==> src/rtl/booth_pkg.sv <==
// booth_pkg: shared widths and FSM state type for the Booth product accumulator
//   PROD_W_DEF : product width, matches the 4x4 Booth multiplier output Y
//   ACC_W_DEF  : default accumulator/result width
//   LEN_W_DEF  : default frame-length field width
//   acc_state_t: IDLE / ACCUM / DONE
package booth_pkg;
    localparam int PROD_W_DEF = 8;
    localparam int ACC_W_DEF  = 16;
    localparam int LEN_W_DEF  = 4;
    typedef enum logic [1:0] {IDLE, ACCUM, DONE} acc_state_t;
endpackage

==> src/rtl/booth_acc_add.sv <==
// booth_acc_add: sign-extend a product, add it to the accumulator, flag signed overflow
//   acc  : current accumulator value (signed, ACC_W)
//   prod : signed product (PROD_W), sign-extended to ACC_W
//   sum  : next accumulator value (wrapped, or clamped when BOOTH_ACC_SAT_EN is defined)
//   ovf  : signed overflow on this addition
// Macro BOOTH_ACC_SAT_EN: saturate to the signed range instead of wrapping.
module booth_acc_add #(
    parameter int PROD_W = 8,
    parameter int ACC_W  = 16
) (
    input  logic [ACC_W-1:0]  acc,
    input  logic [PROD_W-1:0] prod,
    output logic [ACC_W-1:0]  sum,
    output logic              ovf
);
    logic [ACC_W-1:0] ext;
    logic [ACC_W-1:0] raw;
    assign ext = ACC_W'($signed(prod));
    assign raw = acc + ext;
    // same-sign addends producing an opposite-sign sum
    assign ovf = (acc[ACC_W-1] == ext[ACC_W-1]) && (raw[ACC_W-1] != acc[ACC_W-1]);
`ifdef BOOTH_ACC_SAT_EN
    assign sum = !ovf ? raw : acc[ACC_W-1] ? {1'b1, {(ACC_W-1){1'b0}}} : {1'b0, {(ACC_W-1){1'b1}}};
`else
    assign sum = raw;
`endif
endmodule

==> src/rtl/booth_product_accumulator.sv <==
// booth_product_accumulator: sums a programmed number of signed products per frame
//   clk, rst (async, active-high)
//   start, len          : frame start (sampled in IDLE) and product count
//   in_valid, in_ready, prod      : product input stream
//   out_valid, out_ready, acc_out, ovf : frame result stream with overflow flag
// Macro BOOTH_ACC_SAT_EN: accumulator saturates instead of wrapping on overflow.
module booth_product_accumulator
    import booth_pkg::*;
#(
    parameter int PROD_W = PROD_W_DEF,
    parameter int ACC_W  = ACC_W_DEF,
    parameter int LEN_W  = LEN_W_DEF
) (
    input  logic              clk,
    input  logic              rst,
    input  logic              start,
    input  logic [LEN_W-1:0]  len,
    input  logic              in_valid,
    output logic              in_ready,
    input  logic [PROD_W-1:0] prod,
    output logic              out_valid,
    input  logic              out_ready,
    output logic [ACC_W-1:0]  acc_out,
    output logic              ovf
);
    acc_state_t       state, state_nxt;
    logic [LEN_W-1:0] remaining;
    logic [ACC_W-1:0] acc, sum;
    logic             add_ovf, fire;

    booth_acc_add #(.PROD_W(PROD_W), .ACC_W(ACC_W)) u_add (
        .acc (acc),
        .prod(prod),
        .sum (sum),
        .ovf (add_ovf)
    );

    assign in_ready  = state == ACCUM;
    assign out_valid = state == DONE;
    assign fire      = in_valid && in_ready;
    assign acc_out   = acc;

    always_ff @(posedge clk or posedge rst)
        if (rst) state <= IDLE;
        else     state <= state_nxt;

    always_comb begin
        state_nxt = state;
        case (state)
            IDLE:    state_nxt = !start ? IDLE : (len == '0) ? DONE : ACCUM;
            ACCUM:   state_nxt = (fire && remaining == LEN_W'(1)) ? DONE : ACCUM;
            DONE:    state_nxt = out_ready ? IDLE : DONE;
            default: state_nxt = IDLE;
        endcase
    end

    always_ff @(posedge clk or posedge rst)
        if (rst) begin
            remaining <= '0;
            acc       <= '0;
            ovf       <= 1'b0;
        end else if (state == IDLE && start) begin
            remaining <= len;
            acc       <= '0;
            ovf       <= 1'b0;
        end else if (fire) begin
            remaining <= remaining - LEN_W'(1);
            acc       <= sum;
            ovf       <= ovf | add_ovf;
        end
endmodule

==> config.mk <==
export PLATFORM = sky130hd
export DESIGN_NAME = booth_product_accumulator
export DESIGN_NICKNAME = d
export VERILOG_FILES = /design/src/rtl/booth_pkg.sv /design/src/rtl/booth_acc_add.sv /design/src/rtl/booth_product_accumulator.sv
export SDC_FILE = /design/constraint.sdc
export NUM_CORES = 1
export LEC_CHECK = 0
export CAP_MARGIN = 10
export CORE_AREA = 2 2 74 58
export CTS_CLUSTER_SIZE = 10
export DETAILED_ROUTE_END_ITERATION = 16
export DIE_AREA = 0 0 76 60
export PLACE_DENSITY = 0.74
export SYNTH_ARGS = -nofsm -noshare
export SYNTH_HDL_FRONTEND = slang
export SYNTH_SLANG_ARGS = --single-unit
export TNS_END_PERCENT = 10
==> constraint.sdc <==
create_clock -name clk -period 2.4 [get_ports clk]
set_clock_uncertainty 0.05 [all_clocks]
set_input_delay 0.72 -clock clk [delete_from_list [all_inputs] [get_ports clk]]
set_output_delay 0.72 -clock clk [all_outputs]
set_load 0.01 [all_outputs]
==> results.py <==
metrics = {
    "outcome": {
        "outcome": "completed",
    },
    "floorplanning": {
        "die_area_mm2": 0.00456,
        "initial_core_util_pct": 43.7,
        "rows": 20,
        "floorplan.die.height_um": 60,
        "die_wd_um": 76,
        "design.portCount": 36,
        "placeableCoreArea_mm2": 0.00388,
    },
    "hold_path": {
        "hold_path_end": "state[0]",
        "worst_hold_path_type": "reg -> reg",
        "hp-start": "state[1]",
        "worst_hold_path.num_cells": 1,
    },
    "timing": {
        "rsz_0062_raised_after_global_routing": "yes",
        "maxClockFrequency_mhz": 421,
        "final-hold-violation-count": 0,
        "worst_slew_margin_rel_pct": 79.4,
        "period_share_pct": 99.1,
        "timing.final.ws_setup_ns": 0.0222,
        "finalSetupViolations": 0,
        "timing_worst_slew_pin_value_ns": 0.307,
        "report.final.slew_viol_count": 0,
        "timing.final.crit_period_ns": 2.38,
    },
    "logic_synthesis": {
        "syn_area_mm2": 0.00169,
        "synth_largest_area_cell": "sky130_fd_sc_hd__dfrtp_1",
        "yosys_register_bits": 23,
        "syn_avg_cell_area_um2": 8.96,
        "syn_nets": 224,
        "synth_largest_type_area_fraction_pct": 34.0,
        "synth_most_common_cell": "sky130_fd_sc_hd__nand2_1",
        "postSynthCellCount": 189,
        "sequential_area_share_after_synthesis_pct": 34.0,
        "number_of_enable_flip_flop_cells_after_synthesis": 0,
        "ys.warnings.count": 0,
        "synthTopCellsByArea": "sky130_fd_sc_hd__dfrtp_1 (34%), sky130_fd_sc_hd__ha_1 (13%), sky130_fd_sc_hd__nand2_1 (5.8%), sky130_fd_sc_hd__o21ai_0 (5.3%), sky130_fd_sc_hd__nor2_1 (3.3%)",
        "ys_types": 46,
        "dominantRegCellSynth": "sky130_fd_sc_hd__dfrtp_1",
        "synthTopCellsByCount": "sky130_fd_sc_hd__nand2_1 (26), sky130_fd_sc_hd__dfrtp_1 (23), sky130_fd_sc_hd__o21ai_0 (18)",
        "synth-async-reset-ratio_pct": 100,
    },
    "final_layout": {
        "antenna_cells": 0,
        "fin_util_pct": 66.3,
        "finish.instance_area_mm2": 0.00257,
        "final_net_count": 301,
        "synthToLayoutAreaGrowth_pct": 51.8,
        "layout-drive-gt1-share_pct": 27.2,
    },
    "pwr": {
        "totalPowerFinal_uw": 3180,
        "power_per_cell_area_mw_per_mm2": 1240,
        "cellLeakagePower_uw": 0.00119,
        "ir_drop_v": 0.000585,
    },
    "global_route": {
        "grt_antenna_before_repair": 0,
        "global_route.overflow_total": 0,
        "globalRouteTotalUtil_pct": 21.4,
        "first_global_vias": 1646,
        "first_pass_grt_wire_length_um": 7680,
        "pin_count_of_the_biggest_net_entering_global_routing": 24,
    },
    "placed_design": {
        "numPortBuffers": 35,
        "place_congestion": 0.965,
        "placed_area_mm2": 0.00244,
        "detailed_place_hpwl_um": 3500,
        "preCtsSetupSlack_ns": -0.722,
    },
    "route": {
        "drt_first_pass_iters": 4,
        "drt.antenna.violating_nets": 0,
        "drt-wirelength-per-cell_um": 14.2,
        "route.detailed.vias_per_inst": 5.26,
        "detail_route.iter0.violations": 75,
        "drc": 0,
        "wl_um": 4540,
        "num_vias": 1684,
    },
    "critical_path": {
        "worstPathRequired_ns": 2.52,
        "worst_r2r_startpoint": "acc_out[0]",
        "crit_arrival_ns": 2.50,
        "start_kind": "input port",
        "setup.worst_path.start": "prod[5]",
        "timing.rr.end": "acc_out[14]",
        "rr_worst_depth": 9,
        "crit_path_max_fanout": 3,
        "timing_worst_setup_path_type": "in -> reg",
        "cp-end-kind": "register",
        "regToRegSetupSlack_ns": 0.16,
    },
    "cts": {
        "clock_sink_count": 23,
        "tritoncts": "yes",
        "cts_h_tree_lvls": 1,
        "cts-hold-fix-buffers": 0,
        "largest_buffer_count_on_any_clock_path": 2,
        "clk-insertion-delay-late_ns": 0.27,
        "path_clk_slew_ns": 0.09,
        "number_of_cts_inserted_buffers": 3,
        "clockRootBuffer": "sky130_fd_sc_hd__clkbuf_8",
    },
    "run": {
        "cap_violations": 0,
    },
}
-- flip-flops by register name, summed over array words and instances, names as in the netlist --
register and count:
acc_out 16, state 2, ovf 1, remaining 4
-- critical path: stages --
cell	delay, ns
sky130_fd_sc_hd__dlygate4sd2_1	0.23
sky130_fd_sc_hd__ha_2	0.19
sky130_fd_sc_hd__or4_4	0.51
sky130_fd_sc_hd__o2111ai_4	0.22
sky130_fd_sc_hd__a21boi_2	0.09
sky130_fd_sc_hd__or3_1	0.30
sky130_fd_sc_hd__a32o_1	0.22
-- power by group --
group	internal, uW	leakage, uW	switching (uW)
clock	118	0.0000217	135
sequential	564	0.000289	187
combinational	1190	0.000875	988
total	1870	0.00119	1310
-- cell type report --
class / instances / area, um^2
flip-flops and latches: 23 / 576
multi-input cells: 153 / 1190
clock buffers: 3 / 41.3
well taps: 55 / 68.8
inverters: 7 / 26.3
fillers: 331 / 1310
repair buffers: 78 / 659
clock inverters: 1 / 7.51
-- layer usage --
metal	share of wire [%]	global-route usage (%)
met1	51	29.9
met2	43	34.7
met3	5.5	4.23
met4	0.59	5.45
met5	0	0
-- cell usage in the layout (no fill, tap or decap), drive strengths merged, types with 6 or more instances in the layout --
| master | count |
|---|---|
| xor2 | 6 |
| ha | 17 |
| o21ai | 19 |
| dfrtp | 23 |
| inv | 7 |
| clkdlybuf4s50 | 27 |
| a21o | 6 |
| a21oi | 11 |
| nand2 | 26 |
| nor2 | 15 |
| buf | 45 |
-- through the flow --
step	hold WS [ns]	instances	setup TNS, ns
floorplan	0.397	189	-0.0228
global placement	0.416	311	-6.01
detailed placement	0.437	311	-6.62
CTS	0.448	320	0
global route	0.476	320	-0.0539
finish	0.453	320	0
-- how the worst max path moves through the flow --
stage / end / slack [ns]
floorplan: acc_out[14] / -0.01
detailed placement: acc_out[14] / -0.72
global route: acc_out[14] / -0.04
finish: acc_out[14] / 0.02
global placement: acc_out[14] / -0.67
CTS: acc_out[14] / 0.002
-- repair_timing --
| action | in CTS | in global routing |
|---|---|---|
| pin swaps | 23 | 10 |
| resized for setup | 27 | 5 |
| buffers inserted | 5 | 0 |
| endpoints found under the setup margin | 12 | 7 |
| endpoints found under the hold margin | 0 | 0 |
-- kinds of logic (layout without fill, tap and decap cells) --
kind of cell / after synthesis / count (layout) / synth area share [%]
AO/OA/AOI/OAI: 60 / 60 / 24.3
XOR/XNOR: 11 / 11 / 5.69
adder cells (fa/ha/maj): 18 / 18 / 13.7
buffers and inverters: 13 / 89 / 3.47
flip-flops: 23 / 23 / 34.0
multiplexers: 2 / 2 / 1.18
AND/OR/NAND/NOR: 62 / 62 / 17.7
Power figures use the tool's default switching activity.
==> edit 1 (config.mk and constraints unchanged) <==
Set the package constant `ACC_W_DEF` to 18 (it was 16).
--- a/src/rtl/booth_pkg.sv
+++ b/src/rtl/booth_pkg.sv
@@ -5,7 +5,7 @@
 //   acc_state_t: IDLE / ACCUM / DONE
 package booth_pkg;
     localparam int PROD_W_DEF = 8;
-    localparam int ACC_W_DEF  = 16;
+    localparam int ACC_W_DEF  = 18;
     localparam int LEN_W_DEF  = 4;
     typedef enum logic [1:0] {IDLE, ACCUM, DONE} acc_state_t;
 endpackage
Ports: changed (resized acc_out); port bits go from 36 to 38. The function was not compared with the original's and may differ.
==> edit 1 against the unedited design <==
- first-iteration DRC count up 16%
- synthesized cell count up 14%
- sequential cell count up 2
- sequential share of layout area down 1.8 points
- final area up 18%
- power up 27%
- the run now ends with negative setup slack left
- wire length up 39%
- register-to-register slack worse by 0.21 ns
- area after synthesis up 10%
- setup slack worse by 0.15 ns
==> edit 1: results <==
{
  "place_ws_ns": -0.758,
  "layout.cells.non_filler": 363,
  "wl_met1_mm": 2.70,
  "port_buffers": 37,
  "slowest_stage": "clkdlybuf4s50_1",
  "wl_met2_mm": 3.13,
  "met3_usage_pct": 5.29,
  "worst_pin_slew_ns": 0.499,
  "cp_top_family": "compound AO/OA/AOI/OAI gates",
  "dpl.cell_count": 345,
  "place_area_mm2": 0.00263,
  "yosysWarnings": 0,
  "synth_area_leaders": "dfrtp_1, ha_1, nand2_1",
  "largest_register_ffs": 18,
  "grt.total_usage_pct": 27.3,
  "syn_nets": 253,
  "grt_use_met1_pct": 32.1,
  "grt_max_degree": 26,
  "synth_common_cells": "nand2_1, dfrtp_1, o21ai_0",
  "num_antenna_cells": 0,
  "critPathMaxStageDelay_ns": 0.45,
  "vias": 2082,
  "grt_pass1_vias": 2102,
  "totalWireLength_mm": 6.30,
  "drv_cap": 0,
  "h-tree-depth": 1,
  "dr_wl_met3_um": 299,
  "violations": "negative setup slack",
  "grt.met2_usage_pct": 51.7,
  "layout-drive-gt1-share_pct": 33.1,
  "synth_cell_types": 50,
  "place.gp.congestion": 0.884,
  "setup_slack_ns": -0.127,
  "ys_seq_area_share_pct": 33.5,
  "fillers": 255,
  "grt_pass1_wl_mm": 9.84,
  "status": "complete, but fails checks",
  "drt_iter0_drc": 87,
  "finalSetupViolations": 10,
  "irDropWorstVdd_mv": 0.717,
  "tns_ns": -0.525,
  "hpwl_mm": 3.80,
  "synth_area_per_cell_um2": 8.64,
  "leakage_uw": 0.00131
}
edit 1: cell count changes in the layout (fill, tap and decap cells not counted), moves of 4 or more:
cell,change
ha_1,-4
a21oi_1,-4
buf_4,+11
clkdlybuf4s50_1,+4
a21oi_2,+9
nand2_1,+4
ha_4,+6
xor2_1,+4
edit 1: worst paths after layout:
| path | start | to | cells after the start | slack (ns) |
|---|---|---|---|---|
| setup / recovery | prod[4] | acc_out[16] | 9 | -0.13 |
| hold reg to reg | state[1] | state[0] | 1 | 0.44 |
| min in group asynchronous | rst | acc_out[0] | 3 | 0.74 |
| setup reg to reg | acc_out[0] | acc_out[16] | 9 | -0.05 |
| hold / removal | state[1] | state[0] | 1 | 0.44 |
| max in group asynchronous | rst | acc_out[13] | 3 | 1.30 |
edit 1: layout make-up:
type / instances / area [um^2] / share of cell area, %
multi-input combinational: 178 / 1470 / 48.3
inverter: 7 / 26.3 / 0.864
clock buffer: 3 / 41.3 / 1.36
timing repair buffer: 94 / 805 / 26.5
tap: 55 / 68.8 / 2.26
sequential: 25 / 626 / 20.6
clock inverter: 1 / 5.00 / 0.165
edit 1: cell families after synthesis:
logic type                 Yosys count  synth area share [%]
buffers and inverters               13                  2.75
xor gates and xnor gates            13                  6.10
AOI/OAI and AO/OA                   73                  25.7
adders and majority gates           20                  13.8
muxes                                1                 0.536
DFF                                 25                  33.5
and+or+nand+nor                     71                  17.6
edit 1: report_power, final:
group,internal (uW),switching [uW],total (uW)
Combinational,1580,1370,2950
Clock,117,152,268
Sequential,612,219,831
edit 1: timing repair:
item	in CTS	in global routing
pin swaps	20	20
setup endpoints to repair	12	13
setup buffers	15	0
resized for setup	43	19
cloned	0	0
==> edit 2 (same flow settings) <==
Made on the original files. Put one more register stage on the output `ovf`. The value now appears one clock later. The other outputs are not delayed to match.
--- a/src/rtl/booth_product_accumulator.sv
+++ b/src/rtl/booth_product_accumulator.sv
@@ -23,6 +23,8 @@
     output logic [ACC_W-1:0]  acc_out,
     output logic              ovf
 );
+
+    logic ovf_s0;
     acc_state_t       state, state_nxt;
     logic [LEN_W-1:0] remaining;
     logic [ACC_W-1:0] acc, sum;
@@ -58,15 +60,19 @@
         if (rst) begin
             remaining <= '0;
             acc       <= '0;
-            ovf       <= 1'b0;
+            ovf_s0    <= 1'b0;
         end else if (state == IDLE && start) begin
             remaining <= len;
             acc       <= '0;
-            ovf       <= 1'b0;
+            ovf_s0    <= 1'b0;
         end else if (fire) begin
             remaining <= remaining - LEN_W'(1);
             acc       <= sum;
-            ovf       <= ovf | add_ovf;
+            ovf_s0    <= ovf_s0 | add_ovf;
         end
+    always_ff @(posedge clk) begin
+        ovf <= ovf_s0;
+    end
+
 endmodule
 
Check against the original RTL: no difference found for any inputs over 10 cycles, from zero or initial values and one cycle with rst high; that may be too few to reach the edited logic, so the function may still have changed.
==> edit 2 against the unedited design <==
- power rose by 2.4%
- non-clock buffer count up 3
- sequential cell count is 1 higher
- area after synthesis increased by 1.2%
- final area up 3.4%
- setup slack improved by 0.025 ns
- wire length fell by 0.88%
==> edit 2: results <==
{
  "status": "completed",
  "synth-async-reset-ratio_pct": 95.8,
  "min_path_cells": 0,
  "h-tree-depth": 1,
  "layout-drive-gt1-share_pct": 30.1,
  "power_frac_seq_pct": 23.8,
  "drt_iter0_drc": 53,
  "cts_setup_buffers": 1,
  "max_freq_mhz": 425,
  "irDropWorstVdd_mv": 0.793,
  "synth-xor-area-share_pct": 5.62,
  "crit_path_start": "prod[7]",
  "ys_seq_area_share_pct": 34.7,
  "place_area_mm2": 0.00252,
  "nClkBuffers": 4,
  "synth_mux_area_share_pct": 1.17,
  "via_per_inst": 5.19,
  "sh_seq_area_pct": 22.4,
  "critPathMaxStageDelay_ns": 0.51,
  "place.gp.congestion": 0.899,
  "rrSetupSlack_ns": 0.18,
  "grt.total_usage_pct": 20.1,
  "synth-compound-area-share_pct": 24.0,
  "synthAdderAreaFrac_pct": 13.6,
  "synth_area_leaders": "dfrtp_1, ha_1, nand2_1",
  "drtPass1Iterations": 4,
  "taps": 55,
  "reg2reg_from": "acc_out[4]",
  "worst_pin_slew_ns": 0.315,
  "leakage_uw": 0.00121,
  "syn_nets": 225,
  "grt_pass1_wl_mm": 7.27,
  "min_to": "ovf",
  "place_ws_ns": -0.633,
  "holdWs_ns": 0.337,
  "arrival_ns": 2.47,
  "rr_worst_depth": 6,
  "insertion_delay_ns": 0.27,
  "nNonClkBuffers": 81,
  "synth_cell_types": 47,
  "p_clk_uw": 258,
  "swShare_pct": 40.5,
  "fillers": 303,
  "totalWireLength_mm": 4.50,
  "cts_resized": 34,
  "multi_input_area_mm2": 0.00124,
  "grt_pass1_vias": 1583,
  "worstHoldStart": "ovf_s0",
  "slowest_stage": "or4_4",
  "ys_ff_latch": 24,
  "hpwl_mm": 3.37,
  "non_clock_buffer_area_share_pct": 25.8
}
## edit 2: cell types whose count changed after synthesis
cell and delta:
dfxtp_1 +1
## edit 2: per-layer routing
metal | vias to the layer above | track usage, % | wire (um)
li1 | 851 | - | -
met1 | 785 | 27.5 | 2170
met2 | 43 | 35.6 | 2060
met3 | 2 | 3.17 | 262
met4 | 0 | 2.08 | 13
met5 | - | 0 | 0
## edit 2: logic make-up after synthesis
group	count (synthesis)
adder cells (fa/ha/maj)	18
multiplexers	2
AO/OA/AOI/OAI	60
AND/OR/NAND/NOR	62
XOR/XNOR	11
buffers and inverters	13
flip-flops	24
## edit 2: through the flow
| stage | utilization, % | power (uW) | instances |
|---|---|---|---|
| finish | 68.6 | 3260 | 324 |
| global route | 68.6 | 3520 | 324 |
| CTS | 68.2 | 3220 | 324 |
| detailed placement | 64.9 | 2860 | 319 |
| global placement | 64.9 | 2820 | 319 |
| floorplan | - | 1950 | 190 |
